## src/rtl/pwm_multi_ch.sv

```systemverilog
// pwm_multi_ch: N_CH independent PWM channels. Each channel has its own
// prescaler, edge/center counting, polarity and shadowed configuration.
// Ports: clk_i/rst_i (sync, active-high); per channel: enable_i, update_i,
// mode_i, polarity_i, prescaler_i, period_i, duty_i in; pwm_o, oen_o,
// period_end_o out (all registered).
module pwm_multi_ch #(
  parameter int N_CH  = 3,
  parameter int CNT_W = 32,
  parameter int PRE_W = 32
) (
  input  logic                        clk_i,
  input  logic                        rst_i,
  input  logic [N_CH-1:0]             enable_i,
  input  logic [N_CH-1:0]             update_i,
  input  logic [N_CH-1:0]             mode_i,
  input  logic [N_CH-1:0]             polarity_i,
  input  logic [N_CH-1:0][PRE_W-1:0]  prescaler_i,
  input  logic [N_CH-1:0][CNT_W-1:0]  period_i,
  input  logic [N_CH-1:0][CNT_W-1:0]  duty_i,
  output logic [N_CH-1:0]             pwm_o,
  output logic [N_CH-1:0]             oen_o,
  output logic [N_CH-1:0]             period_end_o
);

  for (genvar c = 0; c < N_CH; c++) begin : g_ch
    logic [PRE_W-1:0] r_sh_pre, r_act_pre, r_pre_cnt;
    logic [CNT_W-1:0] r_sh_per, r_sh_duty;
    logic [CNT_W-1:0] r_act_per, r_act_duty, r_cnt;
    logic             r_sh_mode, r_sh_pol;
    logic             r_act_mode, r_act_pol;
    logic             r_pend, r_dir;
    logic             r_pwm, r_oen, r_pe;

    logic             w_tick, w_center, w_bnd, w_apply;
    logic             w_en, w_upd, w_dir_nxt;
    logic [CNT_W-1:0] w_cnt_nxt;

    assign w_en     = enable_i[c];
    assign w_upd    = update_i[c];
    assign w_tick   = (r_pre_cnt == r_act_pre);
    // Center mode with P=0 degenerates to the edge counter.
    assign w_center = r_act_mode && (r_act_per != '0);

    // r_dir: 0 = counting up, 1 = counting down.
    always_comb begin
      w_cnt_nxt = r_cnt;
      w_dir_nxt = r_dir;
      w_bnd     = 1'b0;
      if (!w_center) begin
        w_bnd = w_tick && (r_cnt == r_act_per);
        if (w_tick) begin
          if (r_cnt == r_act_per) w_cnt_nxt = '0;
          else                    w_cnt_nxt = r_cnt + CNT_W'(1);
        end
      end else if (!r_dir) begin
        if (w_tick) begin
          if (r_cnt < r_act_per) begin
            w_cnt_nxt = r_cnt + CNT_W'(1);
          end else begin
            w_cnt_nxt = r_cnt - CNT_W'(1);
            w_dir_nxt = 1'b1;
          end
        end
      end else begin
        w_bnd = w_tick && (r_cnt == '0);
        if (w_tick) begin
          if (r_cnt != '0) begin
            w_cnt_nxt = r_cnt - CNT_W'(1);
          end else begin
            w_cnt_nxt = CNT_W'(1);
            w_dir_nxt = 1'b0;
          end
        end
      end
    end

    // A strobe coinciding with an apply edge counts as pending.
    assign w_apply = (r_pend || w_upd) && (!w_en || w_bnd);

    always_ff @(posedge clk_i) begin
      if (rst_i) begin
        r_sh_pre   <= '0;
        r_sh_per   <= '0;
        r_sh_duty  <= '0;
        r_sh_mode  <= 1'b0;
        r_sh_pol   <= 1'b0;
        r_act_pre  <= '0;
        r_act_per  <= '0;
        r_act_duty <= '0;
        r_act_mode <= 1'b0;
        r_act_pol  <= 1'b0;
        r_pend     <= 1'b0;
        r_pre_cnt  <= '0;
        r_cnt      <= '0;
        r_dir      <= 1'b0;
        r_pwm      <= 1'b0;
        r_oen      <= 1'b0;
        r_pe       <= 1'b0;
      end else begin
        if (w_upd) begin
          r_sh_pre  <= prescaler_i[c];
          r_sh_per  <= period_i[c];
          r_sh_duty <= duty_i[c];
          r_sh_mode <= mode_i[c];
          r_sh_pol  <= polarity_i[c];
          r_pend    <= 1'b1;
        end
        if (w_apply) begin
          r_pend <= 1'b0;
          if (w_upd) begin
            r_act_pre  <= prescaler_i[c];
            r_act_per  <= period_i[c];
            r_act_duty <= duty_i[c];
            r_act_mode <= mode_i[c];
            r_act_pol  <= polarity_i[c];
          end else begin
            r_act_pre  <= r_sh_pre;
            r_act_per  <= r_sh_per;
            r_act_duty <= r_sh_duty;
            r_act_mode <= r_sh_mode;
            r_act_pol  <= r_sh_pol;
          end
        end
        if (!w_en) begin
          r_pre_cnt <= '0;
          r_cnt     <= '0;
          r_dir     <= 1'b0;
          r_pwm     <= r_act_pol;
          r_oen     <= 1'b0;
          r_pe      <= 1'b0;
        end else begin
          r_pwm <= (r_cnt < r_act_duty) ^ r_act_pol;
          r_oen <= 1'b1;
          r_pe  <= w_bnd;
          if (w_apply) begin
            r_pre_cnt <= '0;
            r_cnt     <= '0;
            r_dir     <= 1'b0;
          end else begin
            r_pre_cnt <= w_tick ? '0 : r_pre_cnt + PRE_W'(1);
            r_cnt     <= w_cnt_nxt;
            r_dir     <= w_dir_nxt;
          end
        end
      end
    end

    assign pwm_o[c]        = r_pwm;
    assign oen_o[c]        = r_oen;
    assign period_end_o[c] = r_pe;
  end

endmodule

```

## config.mk

```make
export PLATFORM = sky130hd
export DESIGN_NAME = pwm_multi_ch
export DESIGN_NICKNAME = d
export VERILOG_FILES = /design/src/rtl/pwm_multi_ch.sv
export SDC_FILE = /design/constraint.sdc
export NUM_CORES = 2
export LEC_CHECK = 0
export CAP_MARGIN = 5
export CORE_MARGIN = 5
export CORE_UTILIZATION = 50
export DETAILED_ROUTE_END_ITERATION = 8
export DONT_BUFFER_PORTS = 1
export SYNTH_ARGS = -nofsm -noshare
export SYNTH_HDL_FRONTEND = slang
export SYNTH_SLANG_ARGS = --single-unit
```

## constraint.sdc

```tcl
create_clock -name clk_i -period 7 [get_ports clk_i]
set_input_delay 1.4 -clock clk_i [delete_from_list [all_inputs] [get_ports clk_i]]
set_output_delay 1.4 -clock clk_i [all_outputs]
set_load 0.005 [all_outputs]
```

==> results.json <==
{
  "outcome": "finished with violations",
  "violations": "max-slew violations",
  "max_freq_mhz": 179,
  "layout-drive-gt1-share_pct": 4.94,
  "synth_edf_count": 0,
  "synth_cells": 4430,
  "multi_input_area_mm2": 0.0206,
  "cts.sinks": 795,
  "antenna_found_initial": 11,
  "fp.dieW_um": 288,
  "worst-setup-path-type": "input port to register",
  "wl_per_cell_um": 19.9,
  "peakVddDrop_mv": 0.198,
  "final_hold_viol_count": 0,
  "ys_top_cells_by_area": "dfxtp_1 (41%), mux2i_1 (8.1%), nor2_1 (7.9%)",
  "start_util_pct": 50.5,
  "crit_path_max_incr_delay_ns": 1.14,
  "cts_buffers": 86,
  "p_leak_nw": 16.5,
  "max_cap_viol_count": 0,
  "die-area_mm2": 0.0827,
  "finalCritPeriodShare_pct": 79.9,
  "nNetsFinal": 4773,
  "drtPass1Iterations": 7,
  "finalSetupViolations": 0,
  "fin_setup_tns_ns": 0,
  "ys_seq_area_share_pct": 41.3,
  "worst_pin_slew_ns": 3.45,
  "synth_top_area_share_pct": 41.3,
  "coreArea_mm2": 0.0762,
  "grt_max_degree": 598,
  "ioPinCount": 311,
  "finClkSkew_ns": 0.0412,
  "cts_tree": "built",
  "yosys.area.top_type": "dfxtp_1",
  "area.growth.synth_to_final_pct": 8.59,
  "min_path_type": "register to register",
  "cp_cell_sequence": "nand2b_1 > inv_1 > o41ai_4 > buf_4 > nor3_1 > o21ai_0 > a41oi_1",
  "routed_via_density": 5.76,
  "final.fill_count": 7140,
  "p_clk_share_pct": 43.9,
  "place_area_mm2": 0.0390,
  "internal_power_mw": 7.63,
  "clock-root-buffer": "clkbuf_16",
  "synth.distinct_cells": 78,
  "ys_async_sr_fraction_pct": 0,
  "wl_um": 107000,
  "netlist_area_mm2": 0.0385,
  "syn_avg_cell_area_um2": 8.69,
  "critical_path_arrival_ns": 6.14,
  "synth_fp_nets": 4933,
  "vias": 30900,
  "rsz0062_at_grt": "false",
  "cp.required_ns": 7.54,
  "cts.path.max_buffers": 3,
  "grt.overflow.total": 0,
  "portBuffers": 0,
  "swShare_pct": 25.2,
  "ctsResizeCount": 0,
  "pwr_density_cell_mw_per_mm2": 244,
  "yosys_register_bits": 795,
  "htree_num_levels": 3,
  "clk_pin_slew_worst_paths_ns": 0.06,
  "power_mw": 10.2,
  "comb_power_share_pct": 8.2,
  "gp_congestion": 0.901,
  "hpwl_um": 75600,
  "seq_area_mm2": 0.0159,
  "grt_util_all_layers_pct": 25.1,
  "ant_nets": 0,
  "grt_first_pass_wirelength_um": 168000,
  "rows": 101,
  "p_sw_mw": 2.57,
  "grt_pass1_vias": 29200,
  "clk_latency_ns": 0.66,
  "worstSetupStartpointType": "input port",
  "p_seq_share_pct": 47.9,
  "final_max_slew_viol_count": 434,
  "yosysWarningCount": 0,
  "final_area_mm2": 0.0418,
  "endpoint_kind": "register",
  "postCtsSetupRepairBufs": 0,
  "drc_errors": 0,
  "relSlewSlack_pct": -130,
  "die_h_um": 288,
  "layout_common_cells": "nor2_1 (808), dfxtp_1 (795), a211oi_1 (318)",
  "crit_fanout": 597,
  "final_common_cell": "nor2_1",
  "drtIter0Drc": 2391,
  "ys.flop_type": "dfxtp_1",
  "hold_buffers": 0,
  "crit_slowest_cell": "nand2b_1",
  "min_period_ns": 5.59
}
per-layer routing:
layer	vias to the layer above	routed length, um	GRT usage, %
met5	-	73	0
met4	10	2430	6.14
met3	159	8400	5.81
met2	1018	47400	40.0
met1	14300	48700	34.6
li1	15400	-	-
cell usage after synthesis, types with 14 or more instances:
cell	number
a211oi_1	318
a21o_1	28
a21oi_1	134
a221oi_1	19
a22oi_1	19
a31oi_1	22
and2_1	17
and3_1	53
and4_1	14
buf_1	45
buf_2	27
buf_4	15
clkbuf_1	192
dfxtp_1	795
ha_1	201
inv_1	231
mux2i_1	313
nand2_1	173
nand2b_1	14
nand3_1	117
nand4_1	98
nor2_1	808
nor2b_1	14
nor3_1	88
nor4_1	73
o21ai_0	99
o221ai_1	16
o31ai_1	15
or3_1	47
xnor2_1	144
xor2_1	76
metrics by stage:
stage | worst slack, ns | hold slack, ns | utilization [%] | instances
floorplan | 3.75 | 0.437 | - | 4430
global placement | 2.94 | 0.454 | 51.2 | 5212
detailed placement | 2.75 | 0.459 | 51.2 | 5212
CTS | 2.73 | 0.474 | 54.9 | 5362
global route | 2.29 | 0.485 | 54.9 | 5363
finish | 1.41 | 0.472 | 54.9 | 5366
worst paths after layout:
kind              slack, ns                                  to                       startpoint  cells past startpoint
setup / recovery       1.41      g_ch[0].r_cnt[23]$_SDFFE_PP0N_                            rst_i                      7
hold / removal         0.47     g_ch[2].r_pre_cnt[0]$_SDFF_PP0_  g_ch[2].r_pre_cnt[0]$_SDFF_PP0_                      1
hold reg to reg        0.47     g_ch[2].r_pre_cnt[0]$_SDFF_PP0_  g_ch[2].r_pre_cnt[0]$_SDFF_PP0_                      1
setup reg to reg       2.59  g_ch[0].r_act_pre[27]$_SDFFE_PP0P_    g_ch[0].r_cnt[5]$_SDFFE_PP0N_                      9
cell families (layout without fill, tap and decap cells):
logic type | count (synthesis) | after routing | share of synthesized area (%)
compound gates | 808 | 808 | 14.6
fa+ha+maj | 201 | 201 | 6.53
other cells | 0 | 4 | 0
simple gates | 1569 | 1569 | 18.8
mux | 326 | 326 | 8.52
buf+inv | 511 | 413 | 5.22
xor+xnor | 220 | 220 | 5.00
flops | 795 | 795 | 41.3
power by group through the flow:
stage / clock (mW) / combinational [mW] / sequential, mW
finish: 4.48 / 0.840 / 4.89
global route: 4.79 / 0.948 / 4.91
CTS: 4.60 / 0.839 / 4.89
detailed placement: 0 / 0.833 / 4.99
global placement: 0 / 0.823 / 4.98
floorplan: 0 / 0.735 / 4.94
flip-flops by register name (all words and copies together), names as in the netlist, 96 cells and up:
| signal | flops |
|---|---|
| g_ch.r_cnt | 96 |
| g_ch.r_act_duty | 96 |
| g_ch.r_sh_per | 96 |
| g_ch.r_sh_duty | 96 |
| g_ch.r_pre_cnt | 96 |
| g_ch.r_act_per | 96 |
| g_ch.r_sh_pre | 96 |
| g_ch.r_act_pre | 96 |
layout make-up:
| cell class | instances | share of cell area, % |
|---|---|---|
| multi-input combinational | 3124 | 49.4 |
| timing repair buffer | 32 | 0.664 |
| clock inverter | 39 | 1.07 |
| inverter | 231 | 2.07 |
| sequential | 795 | 38.1 |
| clock buffer | 111 | 5.64 |
| tap | 1030 | 3.08 |
| antenna | 4 | 0.0239 |
worst max-delay path: cells and delay by family:
family	cells	cell delay, ns
compound gates	3	0.61
buf+inv	2	0.76
simple gates	2	1.77
Power figures use the tool's default switching activity.
